File: src/rtl/tulip_pkg.sv
// rtl/tulip_pkg.sv - shared types for the tulip DSP programming sequencer
package tulip_pkg;

    typedef enum logic [1:0] {
        TGT_LUT     = 2'd0,
        TGT_FIR     = 2'd1,
        TGT_REVERB  = 2'd2,
        TGT_INVALID = 2'd3
    } target_t;

    typedef enum logic [2:0] {
        ST_IDLE          = 3'd0,
        ST_BYPASS_SETTLE = 3'd1,
        ST_HOLD_RESET    = 3'd2,
        ST_PROGRAM       = 3'd3,
        ST_WAIT_DONE     = 3'd4
    } state_t;

    // Tap-programmed stages (user FIR, reverb) only take the low bits of a beat
    localparam int TAP_WIDTH = 16;

    // Force-bypass vector bit for a stage: [0]=LUT, [1]=FIR, [2]=reverb
    function automatic logic [2:0] target_onehot(input target_t t);
        logic [2:0] oh;
        oh = 3'b000;
        case (t)
            TGT_LUT:    oh = 3'b001;
            TGT_FIR:    oh = 3'b010;
            TGT_REVERB: oh = 3'b100;
            default:    oh = 3'b000;
        endcase
        return oh;
    endfunction

endpackage

File: src/rtl/tulip_dsp_prog_sequencer.sv
// rtl/tulip_dsp_prog_sequencer.sv - bypass, soft-reset and coefficient-stream sequencer for tulip DSP stages
module tulip_dsp_prog_sequencer
    import tulip_pkg::*;
#(
    parameter int G_DWIDTH       = 24,
    parameter int G_LEN_WIDTH    = 16,
    parameter int G_RESET_CYCLES = 4,
    parameter int G_TIMEOUT      = 4096
) (
    input  logic                   clk,
    input  logic                   reset,
    input  logic                   start,
    input  logic [1:0]             target,
    input  logic [G_LEN_WIDTH-1:0] prog_len,
    input  logic [G_DWIDTH-1:0]    cfg_din,
    input  logic                   cfg_din_valid,
    output logic                   cfg_din_ready,
    input  logic                   user_bypass_lut,
    input  logic                   user_bypass_fir,
    input  logic                   user_bypass_reverb,
    output logic                   bypass_lut,
    output logic                   bypass_fir,
    output logic                   bypass_reverb,
    output logic                   lut_sw_resetn,
    output logic                   fir_sw_resetn,
    output logic                   reverb_sw_resetn,
    output logic [G_DWIDTH-1:0]    lut_prog_din,
    output logic                   lut_prog_valid,
    input  logic                   lut_prog_ready,
    input  logic                   lut_prog_done,
    output logic [TAP_WIDTH-1:0]   fir_prog_din,
    output logic                   fir_prog_valid,
    input  logic                   fir_prog_ready,
    input  logic                   fir_prog_done,
    output logic [TAP_WIDTH-1:0]   reverb_prog_din,
    output logic                   reverb_prog_valid,
    input  logic                   reverb_prog_ready,
    input  logic                   reverb_prog_done,
    output logic                   busy,
    output logic                   seq_done,
    output logic                   seq_error
);

    // One counter serves both the soft-reset hold and the done timeout
    localparam int CNT_MAX = (G_TIMEOUT > G_RESET_CYCLES) ? G_TIMEOUT : G_RESET_CYCLES;
    localparam int CNT_W   = $clog2(CNT_MAX + 1);

    state_t                 state_q, state_d;
    target_t                tgt_q, tgt_d;
    logic [G_LEN_WIDTH-1:0] len_q, len_d;
    logic [G_LEN_WIDTH-1:0] beat_q, beat_d;
    logic [CNT_W-1:0]       cnt_q, cnt_d;
    logic [2:0]             force_q, force_d;
    logic                   done_q, done_d;
    logic                   err_q, err_d;

    logic                   sel_ready;
    logic                   sel_done;
    logic                   prog_active;
    logic                   beat_hs;

    // Route the selected stage's handshake and done flag back to the sequencer
    always_comb begin
        sel_ready = 1'b0;
        sel_done  = 1'b0;
        case (tgt_q)
            TGT_LUT: begin
                sel_ready = lut_prog_ready;
                sel_done  = lut_prog_done;
            end
            TGT_FIR: begin
                sel_ready = fir_prog_ready;
                sel_done  = fir_prog_done;
            end
            TGT_REVERB: begin
                sel_ready = reverb_prog_ready;
                sel_done  = reverb_prog_done;
            end
            default: begin
                sel_ready = 1'b0;
                sel_done  = 1'b0;
            end
        endcase
    end

    // The stream is open only while beats remain; extra beats are back-pressured
    assign prog_active   = (state_q == ST_PROGRAM) && (beat_q < len_q);
    assign cfg_din_ready = prog_active && sel_ready;
    assign beat_hs       = cfg_din_ready && cfg_din_valid;

    assign lut_prog_din      = cfg_din;
    assign fir_prog_din      = cfg_din[TAP_WIDTH-1:0];
    assign reverb_prog_din   = cfg_din[TAP_WIDTH-1:0];
    assign lut_prog_valid    = prog_active && (tgt_q == TGT_LUT)    && cfg_din_valid;
    assign fir_prog_valid    = prog_active && (tgt_q == TGT_FIR)    && cfg_din_valid;
    assign reverb_prog_valid = prog_active && (tgt_q == TGT_REVERB) && cfg_din_valid;

    assign lut_sw_resetn    = !((state_q == ST_HOLD_RESET) && (tgt_q == TGT_LUT));
    assign fir_sw_resetn    = !((state_q == ST_HOLD_RESET) && (tgt_q == TGT_FIR));
    assign reverb_sw_resetn = !((state_q == ST_HOLD_RESET) && (tgt_q == TGT_REVERB));

    assign bypass_lut    = user_bypass_lut    | force_q[0];
    assign bypass_fir    = user_bypass_fir    | force_q[1];
    assign bypass_reverb = user_bypass_reverb | force_q[2];

    assign busy      = (state_q != ST_IDLE);
    assign seq_done  = done_q;
    assign seq_error = err_q;

    // Next-state logic: settle bypass, hold soft reset, stream beats, await done
    always_comb begin
        state_d = state_q;
        tgt_d   = tgt_q;
        len_d   = len_q;
        beat_d  = beat_q;
        cnt_d   = cnt_q;
        force_d = force_q;
        done_d  = 1'b0;
        err_d   = 1'b0;
        case (state_q)
            ST_IDLE: begin
                if (start) begin
                    if (target == TGT_INVALID) begin
                        err_d = 1'b1;
                    end else begin
                        tgt_d   = target_t'(target);
                        len_d   = prog_len;
                        beat_d  = '0;
                        cnt_d   = '0;
                        force_d = target_onehot(target_t'(target));
                        state_d = ST_BYPASS_SETTLE;
                    end
                end
            end
            ST_BYPASS_SETTLE: begin
                cnt_d   = '0;
                state_d = ST_HOLD_RESET;
            end
            ST_HOLD_RESET: begin
                if (cnt_q == CNT_W'(G_RESET_CYCLES - 1)) begin
                    cnt_d   = '0;
                    state_d = (len_q == '0) ? ST_WAIT_DONE : ST_PROGRAM;
                end else begin
                    cnt_d = cnt_q + CNT_W'(1);
                end
            end
            ST_PROGRAM: begin
                if (beat_q >= len_q) begin
                    cnt_d   = '0;
                    state_d = ST_WAIT_DONE;
                end else if (beat_hs) begin
                    beat_d = beat_q + G_LEN_WIDTH'(1);
                    if ((beat_q + G_LEN_WIDTH'(1)) == len_q) begin
                        cnt_d   = '0;
                        state_d = ST_WAIT_DONE;
                    end
                end
            end
            ST_WAIT_DONE: begin
                if (sel_done) begin
                    force_d = 3'b000;
                    done_d  = 1'b1;
                    state_d = ST_IDLE;
                end else if (cnt_q == CNT_W'(G_TIMEOUT - 1)) begin
                    force_d = 3'b000;
                    err_d   = 1'b1;
                    state_d = ST_IDLE;
                end else begin
                    cnt_d = cnt_q + CNT_W'(1);
                end
            end
            default: begin
                force_d = 3'b000;
                state_d = ST_IDLE;
            end
        endcase
    end

    // State and sequencing registers; reset abandons any sequence without a pulse
    always_ff @(posedge clk) begin
        if (reset) begin
            state_q <= ST_IDLE;
            tgt_q   <= TGT_LUT;
            len_q   <= '0;
            beat_q  <= '0;
            cnt_q   <= '0;
            force_q <= 3'b000;
            done_q  <= 1'b0;
            err_q   <= 1'b0;
        end else begin
            state_q <= state_d;
            tgt_q   <= tgt_d;
            len_q   <= len_d;
            beat_q  <= beat_d;
            cnt_q   <= cnt_d;
            force_q <= force_d;
            done_q  <= done_d;
            err_q   <= err_d;
        end
    end

endmodule

File: config.mk
export PLATFORM = sky130hd
export DESIGN_NAME = tulip_dsp_prog_sequencer
export DESIGN_NICKNAME = d
export VERILOG_FILES = /design/src/rtl/tulip_pkg.sv /design/src/rtl/tulip_dsp_prog_sequencer.sv
export SDC_FILE = /design/constraint.sdc
export NUM_CORES = 1
export LEC_CHECK = 0
export ABC_AREA = 1
export ABC_CLOCK_PERIOD_IN_PS = 3010
export CORE_ASPECT_RATIO = 1.2
export CORE_MARGIN = 5
export CORE_UTILIZATION = 45
export DETAILED_ROUTE_END_ITERATION = 10
export HOLD_SLACK_MARGIN = 0.05
export PLACE_DENSITY = 0.78
export SLEW_MARGIN = 20
export SYNTH_ARGS = -nofsm -noshare
export SYNTH_HDL_FRONTEND = slang
export SYNTH_SLANG_ARGS = --single-unit
File: constraint.sdc
create_clock -name clk -period 3.01 [get_ports clk]
set_clock_uncertainty 0.2 [all_clocks]
set_input_delay 0.602 -clock clk [delete_from_list [all_inputs] [get_ports clk]]
set_output_delay 0.602 -clock clk [all_outputs]
set_load 0.01 [all_outputs]
==> flow_metrics.py <==
metrics = {
    "outcome": {
        "outcome": "finished, final reports clean",
    },
    "clocking": {
        "worst_setup_hold_path_clk_slew_ns": 0.12,
        "ctsHtreeMaxLevel": 2,
        "clk_path_buf_depth": 2,
        "clk_latency_ns": 0.33,
        "cts.root.buffer_cell": "sky130_fd_sc_hd__clkbuf_8",
        "cts_tree": "built",
        "clkSinkCount": 55,
        "cts_inserted_buffers": 5,
    },
    "logic_synthesis": {
        "synth_mux_area_share_pct": 0,
        "synth_simple_gate_area_share_pct": 34.27,
        "yosys_warnings": 0,
        "ys_ff_latch": 55,
        "synth_compound_area_share_pct": 13.40,
        "synth_fp_nets": 738,
        "synth_xor_xnor_area_share_pct": 1.259,
        "synthCells": 665,
        "yosys.cell_types.count": 33,
        "netlist_area_um2": 4173,
        "post_synth_fa_ha_maj_area_fraction_pct": 5.397,
        "post_synth.cell_area_avg_um2": 6.275,
        "dominant_combinational_cell_family_by_area_after_synthesis": "simple AND/OR/NAND/NOR gates",
        "synth-seq-area-share_pct": 26.39,
    },
    "critical_path": {
        "setup.worst_path.end": "lut_prog_valid",
        "cp_data_required_time_ns": 2.21,
        "crit_path_end_kind": "primary output",
        "critical_path.max_fanout": 4,
        "regToRegSetupSlack_ns": 0.39,
        "path_cells": "inv_1 > ha_4 > a21oi_2 > nor2_1 > nor3_1 > nand2_1 > nand2_1 > nand2_2 > nor2_2 > inv_2 > nor3_2 > buf_2",
        "slowest_stage": "sky130_fd_sc_hd__dfxtp_1",
        "reg_to_reg_endpoint": "cnt_q[4]",
        "worstRegToRegCells": 18,
        "worst_path_most_repeated_cell": "sky130_fd_sc_hd__nand2_1",
        "critPathLaunchType": "flop",
        "critical_path_buf_inv_count": 3,
        "max_stage_delay_ns": 0.33,
        "worst-setup-path-type": "flop to primary output",
        "cp-startpoint": "len_q[5]",
        "worstSetupPathDepth": 12,
        "critical-path-top-delay-family": "simple AND/OR/NAND/NOR gates",
        "timing.rr.start": "beat_q[1]",
        "worst-endpoint-arrival_ns": 2.12,
    },
    "power": {
        "static-leakage-power_nw": 2.091,
        "ir_worst_vdd_mv": 0.4032,
        "power.density_nw_per_um2": 733.5,
    },
    "routing": {
        "via_count": 4219,
        "routed_via_density": 5.267,
        "drt-total-wl_mm": 10.87,
        "wire_per_inst_um": 13.57,
        "drc_errors": 0,
        "drtAntennaViolNets": 0,
        "drtPass1Iterations": 5,
        "initialDrtViolationCount": 262,
    },
    "grt": {
        "global_route.peak_usage_layer": "met2",
        "grt_remaining_overflow": 0,
        "vias_in_the_first_global_route": 4114,
        "initial_antenna_violation_count": 0,
        "grt_first_pass_wirelength_mm": 18.12,
        "met1_usage_pct": 21.76,
        "met3_routing_resource_usage_after_global_routing_pct": 3.552,
        "grt_use_total_pct": 19.26,
        "grt_max_degree": 32,
        "grt_use_met2_pct": 35.38,
    },
    "sta": {
        "finalWorstPathRequiredPeriod_ns": 2.917,
        "max_freq_mhz": 342.8,
        "final-setup-viol-count": 0,
        "final.setup.tns_ns": 0,
        "fin_crit_sh_pct": 96.91,
        "timing.final.max_slew_violations": 0,
        "slew_worst_pin_ns": 0.7038,
        "worst_relative_slew_slack_pct": 52.58,
        "final-hold-violation-count": 0,
    },
    "floorplanning": {
        "die_width_um": 97.91,
        "ios": 124,
        "dieHeight_um": 115.5,
        "floorplan.core_area_um2": 9034,
        "initial_utilization_pct": 46.19,
        "die_area_um2": 11310,
        "rows": 38,
    },
    "final_layout": {
        "fin_nets": 753,
        "drive_gt1_share_pct": 11.60,
        "layout_area_growth_over_synthesis_pct": 11.18,
        "antenna_cells": 0,
        "finalNonFillerCells": 801,
    },
    "worst_hold_path": {
        "hold-path-cell-count": 2,
        "kind_of_path_behind_the_tightest_hold_check": "flop to flop",
        "min-delay-start": "force_q[0]",
    },
    "placement": {
        "port_buffers": 43,
        "placer_congestion_estimate": 0.9531,
        "place.detailed.instances": 792,
        "hpwl_mm": 8.306,
    },
    "job": {
        "max_cap_viol_count": 0,
    },
}
Yosys cell counts:
master / count / area [µm²]
sky130_fd_sc_hd__nor4_1: 2 / 12.51
sky130_fd_sc_hd__o2bb2ai_1: 1 / 8.760
sky130_fd_sc_hd__a21oi_2: 1 / 8.760
sky130_fd_sc_hd__xnor2_1: 2 / 17.52
sky130_fd_sc_hd__o21ai_0: 35 / 175.2
sky130_fd_sc_hd__o21ai_1: 1 / 5.000
sky130_fd_sc_hd__nor3_1: 5 / 25.02
sky130_fd_sc_hd__o31ai_1: 1 / 7.510
sky130_fd_sc_hd__nand3b_1: 2 / 15.01
sky130_fd_sc_hd__buf_2: 1 / 5.000
sky130_fd_sc_hd__a31o_2: 1 / 8.760
sky130_fd_sc_hd__clkbuf_1: 12 / 45.04
sky130_fd_sc_hd__clkinv_1: 2 / 7.510
sky130_fd_sc_hd__o21bai_1: 1 / 7.510
sky130_fd_sc_hd__nor2_2: 4 / 25.02
sky130_fd_sc_hd__nand4_1: 14 / 87.58
sky130_fd_sc_hd__nor2_1: 74 / 277.8
sky130_fd_sc_hd__xor2_1: 4 / 35.03
sky130_fd_sc_hd__buf_4: 56 / 420.4
sky130_fd_sc_hd__a21oi_1: 63 / 315.3
sky130_fd_sc_hd__o211ai_1: 1 / 7.510
sky130_fd_sc_hd__dfxtp_1: 55 / 1101
sky130_fd_sc_hd__or2_2: 4 / 25.02
sky130_fd_sc_hd__inv_1: 75 / 281.5
sky130_fd_sc_hd__nand2_1: 150 / 563.0
sky130_fd_sc_hd__nor2_4: 1 / 11.26
sky130_fd_sc_hd__ha_1: 18 / 225.2
sky130_fd_sc_hd__buf_6: 4 / 45.04
sky130_fd_sc_hd__nand3_1: 64 / 320.3
sky130_fd_sc_hd__nand2_2: 6 / 37.54
sky130_fd_sc_hd__a31oi_1: 1 / 6.260
sky130_fd_sc_hd__nand3_2: 3 / 30.03
sky130_fd_sc_hd__o221ai_1: 1 / 8.760
power breakdown:
group	leakage, nW	switching [mW]	total [mW]	internal (mW)
Sequential	0.452	0.154	1.08	0.923
Clock	0.0418	0.265	0.434	0.168
Combinational	1.60	1.14	1.89	0.750
Total	2.09	1.56	3.40	1.84
how the worst min path moves through the flow:
stage / end
6_report: force_q[0]
5_1_grt: force_q[0]
4_1_cts: force_q[0]
3_5_place_dp: force_q[0]
3_3_place_gp: force_q[0]
2_1_floorplan: force_q[0]
layer usage:
layer  vias to the layer above  share of wire (%)
li1                       2131                  -
met1                      1919                 39
met2                       134                 52
met3                        35                5.1
met4                         0                3.2
met5                         -                  0
repair_timing:
| action | CTS | global route |
|---|---|---|
| endpoints found under the hold margin | 0 | 0 |
| gates resized for setup | 10 | 15 |
| hold buffers | 0 | 0 |
| setup endpoints to repair | 4 | 4 |
| pin swaps | 0 | 2 |
| buffers inserted | 0 | 1 |
cell usage in the layout, fill, tap and decap left out, drive strengths merged, types with 2 or more instances in the layout:
master / n
nand2: 156
nor2: 79
inv: 76
nand3: 67
a21oi: 64
dfxtp: 55
clkdlybuf4s50: 39
buf: 39
o21ai: 36
ha: 18
nand4: 14
clkbuf: 9
nor3: 5
or2: 4
xor2: 4
nor4: 2
clkinv: 2
xnor2: 2
nand3b: 2
tightest hold or removal path, stage by stage (launching register included):
cell,delay [ns]
sky130_fd_sc_hd__dfxtp_1,0.33
sky130_fd_sc_hd__inv_1,0.05
sky130_fd_sc_hd__a21oi_1,0.05
final cells by class:
type,count,area (µm²)
Timing Repair Buffer,81,708.2
Clock inverter,2,16.27
Sequential cell,55,1104
Multi-Input combinational cell,460,2300
Inverter,77,289.0
Tap cell,120,150.1
Clock buffer,6,72.57
Fill cell,904,4394
cells by family (layout without fill, tap and decap cells):
logic type / count (synthesis) / in the layout
and+or+nand+nor: 329 / 329
xor gates and xnor gates: 6 / 6
adders and majority gates: 18 / 18
AOI/OAI and AO/OA: 107 / 107
DFF: 55 / 55
buffers and inverters: 150 / 166
registers in the layout, indices dropped and copies added, names as in the netlist:
signal,count
tgt_q,2
state_q,3
seq_done,1
beat_q,16
force_q,3
cnt_q,13
len_q,16
seq_error,1
per-stage QoR:
| step | setup slack (ns) | area [µm²] | util (%) | power (mW) | hold WS (ns) |
|---|---|---|---|---|---|
| floorplan | 0.6170 | 4173 | - | 2.445 | 0.2189 |
| global placement | 0.02249 | 4528 | 50.12 | 2.875 | 0.2392 |
| detailed placement | -0.02078 | 4528 | 50.12 | 2.946 | 0.2435 |
| CTS | 0.005200 | 4613 | 51.07 | 3.390 | 0.2611 |
| global route | -0.01847 | 4639 | 51.36 | 3.728 | 0.2885 |
| finish | 0.09290 | 4639 | 51.36 | 3.403 | 0.2586 |
Note: power is estimated with default switching activity, not from simulation.
